**config.mk**
```make
export PLATFORM = sky130hd
export DESIGN_NAME = soundweb_tx_sequencer_flat
export DESIGN_NICKNAME = d
export VERILOG_FILES = /design/src/rtl/soundweb_tx_sequencer_if.sv /design/src/rtl/soundweb_tx_sequencer.sv /design/src/flat_wrapper.sv
export SDC_FILE = /design/constraint.sdc
export NUM_CORES = 1
export LEC_CHECK = 0
export BUFFER_PORTS_ARGS = -buffer_cell sky130_fd_sc_hd__buf_2
export CAP_MARGIN = 20
export CORE_UTILIZATION = 25
export DETAILED_ROUTE_END_ITERATION = 8
export GPL_ROUTABILITY_DRIVEN = 1
export PLACE_DENSITY = 0.44
export SLEW_MARGIN = 20
export SYNTH_ARGS = -nofsm -noshare
export SYNTH_HDL_FRONTEND = slang
export SYNTH_SLANG_ARGS = --single-unit
```
**constraint.sdc**
```tcl
create_clock -name clk -period 6.3 [get_ports clk]
set_input_delay 1.26 -clock clk [delete_from_list [all_inputs] [get_ports clk]]
set_output_delay 1.26 -clock clk [all_outputs]
set_load 0.01 [all_outputs]
```
**src/rtl/soundweb_tx_sequencer_if.sv**
```systemverilog
// Byte stream between the Soundweb transmit sequencer and the serial transmitter.
// The sender owns tx_data/tx_valid; the sink answers with tx_ready.
interface soundweb_tx_sequencer_if;
  logic [7:0] tx_data;
  logic       tx_valid;
  logic       tx_ready;

  modport master (
    output tx_data,
    output tx_valid,
    input  tx_ready
  );

  modport slave (
    input  tx_data,
    input  tx_valid,
    output tx_ready
  );
endinterface

```
**src/rtl/soundweb_tx_sequencer.sv**
```systemverilog
// Soundweb transmit sequencer: snapshots one encoded packet on a start edge,
// streams it byte by byte until the ETX terminator (or abort / buffer end),
// then reports the outcome in the status word and pulses irq for one cycle.
module soundweb_tx_sequencer #(
  parameter int         MAX_BYTES = 29,
  parameter logic [7:0] STX       = 8'h02,
  parameter logic [7:0] ETX       = 8'h03
) (
  input  logic                    clk,
  input  logic                    reset,
  input  logic [31:0]             ctl_in_i,
  input  logic [8*MAX_BYTES-1:0]  enc_packet_i,
  output logic [31:0]             status_o,
  output logic                    irq_o,
  soundweb_tx_sequencer_if.master tx_if
);

  // Byte index and count share a 5-bit field in the status word.
  localparam logic [4:0] LAST_IDX = 5'(MAX_BYTES - 1);

  typedef enum logic [1:0] {
    S_IDLE    = 2'd0,
    S_CAPTURE = 2'd1,
    S_SEND    = 2'd2,
    S_DONE    = 2'd3
  } state_e;

  state_e     state_q;
  logic       start_q;
  logic [4:0] idx_q;
  logic [4:0] count_q;
  logic       done_q;
  logic       overflow_q;
  logic       aborted_q;
  logic       dropped_q;
  logic       bad_stx_q;
  logic       irq_q;
  logic       tx_valid_q;
  logic [7:0] tx_data_q;
  logic [7:0] buf_q [MAX_BYTES];

  logic       start_edge_d;
  logic       abort_d;
  logic       busy_d;
  logic       hs_d;
  logic       etx_hit_d;
  logic       last_d;
  logic [4:0] idx_inc_d;
  logic       unused_ctl_d;

  assign start_edge_d = ctl_in_i[0] & ~start_q;
  assign abort_d      = ctl_in_i[1];
  assign busy_d       = (state_q == S_CAPTURE) || (state_q == S_SEND);
  assign hs_d         = tx_valid_q & tx_if.tx_ready;
  // tx_data_q always mirrors buf_q[idx_q] while sending.
  assign etx_hit_d    = (tx_data_q == ETX) && (idx_q != 5'd0);
  assign last_d       = (idx_q == LAST_IDX);
  assign idx_inc_d    = idx_q + 5'd1;
  assign unused_ctl_d = ^ctl_in_i[31:2];

  assign tx_if.tx_valid = tx_valid_q;
  assign tx_if.tx_data  = tx_data_q;
  assign irq_o          = irq_q;
  assign status_o       = {19'd0, count_q, 2'd0, bad_stx_q, dropped_q,
                           aborted_q, overflow_q, done_q, busy_d};

  // Packet snapshot: taken only when a start is accepted, so later encoder changes cannot leak in.
  always_ff @(posedge clk) begin
    if ((state_q == S_IDLE) && start_edge_d) begin
      for (int k = 0; k < MAX_BYTES; k++) begin
        buf_q[k] <= enc_packet_i[8*k +: 8];
      end
    end
  end

  // Sequencing FSM with registered stream, status and interrupt outputs.
  always_ff @(posedge clk or posedge reset) begin
    if (reset) begin
      state_q    <= S_IDLE;
      start_q    <= 1'b0;
      idx_q      <= 5'd0;
      count_q    <= 5'd0;
      done_q     <= 1'b0;
      overflow_q <= 1'b0;
      aborted_q  <= 1'b0;
      dropped_q  <= 1'b0;
      bad_stx_q  <= 1'b0;
      irq_q      <= 1'b0;
      tx_valid_q <= 1'b0;
      tx_data_q  <= 8'h00;
    end else begin
      start_q <= ctl_in_i[0];
      irq_q   <= 1'b0;
      // Starts arriving while a packet is in flight (including DONE) are not queued.
      if (start_edge_d && (state_q != S_IDLE)) begin
        dropped_q <= 1'b1;
      end
      case (state_q)
        S_IDLE: begin
          if (start_edge_d) begin
            idx_q      <= 5'd0;
            count_q    <= 5'd0;
            done_q     <= 1'b0;
            overflow_q <= 1'b0;
            aborted_q  <= 1'b0;
            dropped_q  <= 1'b0;
            bad_stx_q  <= 1'b0;
            state_q    <= S_CAPTURE;
          end
        end
        S_CAPTURE: begin
          if (abort_d) begin
            aborted_q <= 1'b1;
            done_q    <= 1'b1;
            irq_q     <= 1'b1;
            state_q   <= S_DONE;
          end else if (buf_q[0] != STX) begin
            bad_stx_q <= 1'b1;
            done_q    <= 1'b1;
            irq_q     <= 1'b1;
            state_q   <= S_DONE;
          end else begin
            tx_valid_q <= 1'b1;
            tx_data_q  <= buf_q[0];
            state_q    <= S_SEND;
          end
        end
        S_SEND: begin
          // The presented byte is held until accepted; abort is only looked at on acceptance.
          if (hs_d) begin
            count_q <= idx_inc_d;
            if (etx_hit_d || abort_d || last_d) begin
              if (!etx_hit_d) begin
                if (abort_d) begin
                  aborted_q <= 1'b1;
                end else begin
                  overflow_q <= 1'b1;
                end
              end
              tx_valid_q <= 1'b0;
              tx_data_q  <= 8'h00;
              done_q     <= 1'b1;
              irq_q      <= 1'b1;
              state_q    <= S_DONE;
            end else begin
              idx_q     <= idx_inc_d;
              tx_data_q <= buf_q[idx_inc_d];
            end
          end
        end
        S_DONE: begin
          state_q <= S_IDLE;
        end
        default: begin
          tx_valid_q <= 1'b0;
          tx_data_q  <= 8'h00;
          state_q    <= S_IDLE;
        end
      endcase
    end
  end

endmodule

```
**src/flat_wrapper.sv**
```systemverilog
// flat-port wrapper written by rule: the top's interface ports become plain ports
module soundweb_tx_sequencer_flat 
#(
  parameter int         MAX_BYTES = 29,
  parameter logic [7:0] STX       = 8'h02,
  parameter logic [7:0] ETX       = 8'h03
)
  (clk, reset, ctl_in_i, enc_packet_i, status_o, irq_o, tx_if_tx_data, tx_if_tx_valid, tx_if_tx_ready);
  soundweb_tx_sequencer_if tx_if_i ();
  input  logic clk;
  input  logic reset;
  input  logic [31:0] ctl_in_i;
  input  logic [8*MAX_BYTES-1:0] enc_packet_i;
  output logic [31:0] status_o;
  output logic irq_o;
  output wire logic [$bits(tx_if_i.tx_data)-1:0] tx_if_tx_data;
  output wire logic [$bits(tx_if_i.tx_valid)-1:0] tx_if_tx_valid;
  input wire logic [$bits(tx_if_i.tx_ready)-1:0] tx_if_tx_ready;
  assign tx_if_tx_data = tx_if_i.tx_data;
  assign tx_if_tx_valid = tx_if_i.tx_valid;
  assign tx_if_i.tx_ready = tx_if_tx_ready;
  soundweb_tx_sequencer #(.MAX_BYTES(MAX_BYTES), .STX(STX), .ETX(ETX)) u_core (.clk(clk), .reset(reset), .ctl_in_i(ctl_in_i), .enc_packet_i(enc_packet_i), .status_o(status_o), .irq_o(irq_o), .tx_if(tx_if_i));
endmodule
```
# Yosys cells after proc, flatten, opt, wreduce, memory -nomap -nowiden
# Memory sizes are Yosys's and may differ from the RTL's.
# Index checks and enable logic that the tools add are counted.
[op_classes] addsub=1 n_mul=0 div_mod_pow=0 magnitude_cmp=0 eq_ne=16 n_shift=0 mux=50 bitwise_logic=3 reduce_logical=22
[op_table] operator="$mux 8" count=4
[op_table] operator="$mux 1" count=28
[op_table] operator="$mux 5" count=4
[op_table] operator="$pmux 5 s2" count=2
[op_table] operator="$pmux 8 s2" count=1
[op_table] operator="$reduce_and 5->1" count=3
[op_table] operator="$ne 2x2->1 const B" count=7
[op_table] operator="$reduce_and 4->1" count=3
[op_table] operator="$eq 8x2->1 const B" count=1
[op_table] operator="$mux 2" count=4
[op_table] operator="$ne 8x2->1 const B" count=1
[op_table] operator="$pmux 1 s2" count=4
[op_table] operator="$pmux 2 s4" count=1
[op_table] operator="$reduce_bool 2->1" count=4
[op_table] operator="$pmux 1 s3" count=2
[op_table] operator="$reduce_and 3->1" count=2
[op_table] operator="$reduce_and 6->1" count=1
[op_table] operator="$add 5x1->5 const B" count=1
[op_table] operator="$eq 5x5->1 const B" count=1
[op_table] operator="$reduce_bool 5->1" count=1
[op_table] operator="$eq 2x2->1 const B" count=2
[op_table] operator="$ne 2x1->1 const B" count=2
[op_table] operator="$logic_and 1x1->1" count=3
[op_table] operator="$logic_or 1x1->1" count=3
[op_table] operator="6 further kinds" count=7
[word_totals] regBits=28 latchBits=0 mem_bits_rw=232 rom_bits=0 input_bits=267 out_inout_bits=42 memories=1
[mem_list] name="u_core.buf_q" words=29 width=8 read_ports=2 rd_ports_with_merged_regs=0 write_ports=29 line_no="soundweb_tx_sequencer.sv:40" rtl="logic [7:0] buf_q [MAX_BYTES];"

# Logic depth before layout (Yosys ltp)
[logic_depth] ltp_word=7 depth_mapped=12 depth_no_buf=7

# Worst setup path before layout
# Ideal clock, no wire load.
[synth_path] path_kind="input to register" start="input ctl_in_i[0]" end="memory u_core.buf_q[0][0], enable pin" setup_ps=584 t_arrival_ps=6178 t_required_ps=5716 setup_slack_ps=-461 path_stages=3 path_buffers=0 cell_sequence="nand2b_1 -> or2_2 -> inv_1"
[synth_rtl] element="start: declaration" line_no="flat_wrapper.sv:12" rtl="input logic [31:0] ctl_in_i;"
[synth_rtl] element="end: declaration" line_no="soundweb_tx_sequencer.sv:40"

# Final worst setup path
[layout_path] start="register u_core.idx_q[0]" end="register u_core.tx_data_q[2], in the netlist u_core.tx_if.tx_data[2]"
[layout_between] elab_chain_cells=7 word_cells_on_any_way=10 cone_classes="1 x add/sub; 1 x eq/ne; 3 x mux; 4 x reduce/logical; 1 x memory"
[layout_lines] element="start: declaration" line_no="soundweb_tx_sequencer.sv:30" rtl="logic [4:0] idx_q;"
[layout_lines] element="start signal: assignment" line_no="soundweb_tx_sequencer.sv:146" rtl="idx_q <= idx_inc_d;"
[layout_lines] element="branches (longest 4 deep; another with $mem_v2 29x8)"
[layout_lines] element="$mux 8 *" line_no="soundweb_tx_sequencer.sv:132" rtl="if (etx_hit_d || abort_d || last_d) begin"
[layout_lines] element="$mux 8 *" line_no="soundweb_tx_sequencer.sv:130" rtl="if (hs_d) begin"
[layout_lines] element="$pmux 8 s2 *" line_no="soundweb_tx_sequencer.sv:98" rtl="case (state_q)"
[layout_lines] element="end signal: assignment" line_no="soundweb_tx_sequencer.sv:124" rtl="tx_data_q <= buf_q[0];"
[layout_lines] element="end signal: assignment" line_no="soundweb_tx_sequencer.sv:147" rtl="tx_data_q <= buf_q[idx_inc_d];"
[layout_lines] element="end: declaration" line_no="soundweb_tx_sequencer.sv:39" rtl="logic [7:0] tx_data_q;"
# Mark *: on every way between the ends. The select of a mux whose other input is x is not followed.
# A chain may end at the register's enable or synchronous reset.

==> flow_summary.toml <==
[power_and_ir_drop]
vdd_drop_max_mv = 0.156
switchingPower_uw = 740
pwr-share-seq = 0.507
switching_share_of_total_power = 0.199
p_int_mw = 2.97
power_frac_comb = 0.024
powerDensity_mw_per_mm2 = 278
static-leakage-power_nw = 4.88
share_clk_of_total_power = 0.469

[clocking]
max-clock-path-buffers = 3
clockRootBuffer = "clkbuf_16"
clkTransAtPathRegs_ns = 0.06
tritoncts_clock_tree = "yes"
ctsHoldBuffers = 0
post_cts.repair.setup_buffers = 0
h-tree-depth = 1
cts_buffers = 30
clock-sinks = 260
cts_resized = 0
clkLatencyLatePin_ns = 0.58

[drt]
dr_total_vias = 5799
detail_route.drc_violations = 0
detail_routed_net_length_per_standard_cell_um = 19.8
vias_per_cell = 4.21
drt_antenna_net_count = 0
drt_first_pass_iters = 4
wl_mm = 27.4
drtIter0Drc = 289

[cells_and_area]
synthToLayoutAreaGrowth_pct = 26.6
final_common_cell = "buf_2"
final_layout_size_suffix_gt1_frac = 0.444
layout_common_cells = "buf_2, edfxtp_1, nand2_1, mux4_2, clkbuf_16"
final_net_count = 1093
core_util_final = 0.324

[global_route]
maximum_number_of_pins_on_one_net_before_global_route_repair = 171
grt.overflow.total = 0
grt_first_pass_wirelength_mm = 40.4
groute.usage.overall = 0.127
first_global_vias = 6268
grt_antenna_before_repair = 10

[placement]
dp_hpwl_mm = 19.3
gpl.final_weighted_congestion = 0.769
io_buffer_count = 257

[worst_setup_path]
data_arrival_time_of_the_worst_path_ns = 3.92
critical_path.endpoint_type = "flip-flop"
critical_path_maximum_fanout = 31
worst_setup_path_startpoint = "u_core.idx_q[0]$_DFFE_PP0P_"
timing.critical_path.from_type = "flip-flop"
critical_setup_path_class = "flip-flop to flip-flop"
rr_startpoint = "u_core.idx_q[0]$_DFFE_PP0P_"
crit_required_ns = 6.74

[timing]
timing.slew.headroom = 0.307
worst_slew_pin_tran_ns = 1.04
report.final.setup_viol = 0
min_period_ns = 3.48
timing.final.crit_share = 0.552
setup_repair_after_global_routing_missed_its_margin = "false"
slew_viol_final = 0
finalHoldViolCount = 0
setup-tns-final_ns = 0
fin_skew_ns = 0.0247
fmaxAchievable_mhz = 288

[die]
placeableCoreArea_mm2 = 0.0412
design.die.area_mm2 = 0.0431
start_util = 0.256
die_height_um = 208
die_w_um = 208
num_rows = 74
boundaryPins = 309

[logic_synthesis]
synthDominantCellAreaShare = 0.660
synth.top_cells.by_area = "edfxtp_1, mux4_2, dfrtp_1"
syn_avg_cell_area_um2 = 19.2
dominantRegCellSynth = "edfxtp_1"
synthDistinctLibCells = 51
synth_area_leader_cell = "edfxtp_1"
ys_ff_latch = 260
synth-edff-count = 232
synthesis.yosys.warnings = 0
synth-async-reset-ratio = 0.108
synthesis.area_mm2 = 0.0106
proportion_of_synthesized_chip_area_in_sequential_cells = 0.726
syn-instance-count = 551

[status]
run_status = "finished, final reports clean"

[flow_run]
max_cap_violations = 0

[worst_hold_path]
type_of_the_tightest_min_delay_check = "flip-flop to flip-flop"
## metrics by stage
stage / setup WS [ns] / total power, mW / hold slack (ns) / cells / area (um2)
2_1_floorplan: 0.878 / 1.94 / 0.451 / 571 / 10600
3_3_place_gp: 2.65 / 2.00 / 0.468 / 1319 / 12300
3_5_place_dp: 2.60 / 2.01 / 0.471 / 1319 / 12300
4_1_cts: 2.59 / 3.79 / 0.484 / 1373 / 13300
5_1_grt: 2.45 / 3.85 / 0.516 / 1374 / 13400
6_report: 2.82 / 3.71 / 0.482 / 1379 / 13400
## cell families (layout without fill, tap and decap cells)
kind of cell               Yosys count  in the layout  synth area share
AOI/OAI and AO/OA                   59             59            0.0392
xor gates and xnor gates             5              5           0.00557
adders and majority gates            6              6           0.00711
buffers and inverters               57            328            0.0365
DFF                                260            260             0.726
muxes                               81             81             0.148
other                                1             26          0.000355
and+or+nand+nor                     82             82            0.0370
## flip-flops by register name, summed over array words and instances, names as in the netlist, named ones only
signal,count
u_core.aborted_q,1
u_core.bad_stx_q,1
u_core.buf_q,232
u_core.count_q,5
u_core.done_q,1
u_core.idx_q,5
u_core.irq_o,1
u_core.overflow_q,1
u_core.start_q,1
u_core.state_q,2
u_core.tx_if.tx_data,8
u_core.tx_if.tx_valid,1
## cells in the mapped netlist (all sizes together), types with 3 or more instances
cell type / n
mux2i: 22
nor2: 4
ha: 6
a22oi: 7
a21oi: 4
o21ai: 23
mux4: 58
edfxtp: 232
nand2: 53
nand3: 11
buf: 44
dfrtp: 28
clkbuf: 4
a31oi: 11
inv: 9
xor2: 3
## layer usage
metal | wire, um | GRT usage | share of wire | vias to the layer above
met2 | 12800 | 0.206 | 0.47 | 201
met4 | 569 | 0.0299 | 0.021 | 10
met1 | 12000 | 0.163 | 0.44 | 2832
met5 | 68 | 0 | 0.0025 | -
li1 | - | - | - | 2712
met3 | 1890 | 0.0421 | 0.069 | 44
## final cells by class
class / instances / area, um2
Antenna cell: 5 / 12.5
Clock buffer: 39 / 785
Sequential cell: 260 / 7670
Multi-Input combinational cell: 254 / 2620
Timing Repair Buffer: 265 / 1380
Clock inverter: 15 / 198
Inverter: 9 / 37.5
Fill cell: 4031 / 27800
Tap cell: 532 / 666
## power groups by stage
stage               sequential, mW  clock, mW  combinational [mW]
floorplan                     1.92          0              0.0241
global placement              1.92          0              0.0883
detailed placement            1.92          0              0.0898
CTS                           1.88       1.82              0.0902
global route                  1.88       1.87              0.0994
finish                        1.88       1.74              0.0886
## worst max-delay path, cell delays in order, from the launching register on
cell     delay [ns]
dfrtp_4        0.85
ha_1           0.48
xor2_4         0.78
buf_4          0.35
mux2i_1        0.39
mux2i_1        0.18
a22oi_1        0.20
o21ai_0        0.09
## worst paths after layout
| check | depth (start not counted) | end | slack, ns |
|---|---|---|---|
| worst max-delay path | 7 | u_core.tx_if.tx_data[2]$_DFFE_PP0P_ | 2.82 |
| worst min-delay path | 2 | flip-flop | 0.48 |
| worst max register to register | 7 | u_core.tx_if.tx_data[2]$_DFFE_PP0P_ | 2.82 |
| worst min register to register | 2 | flip-flop | 0.48 |
| max in group asynchronous | 3 | u_core.idx_q[0]$_DFFE_PP0P_ | 5.23 |
| min in group asynchronous | 3 | u_core.tx_if.tx_data[6]$_DFFE_PP0P_ | 0.76 |
(Power assumes the default switching activity.)
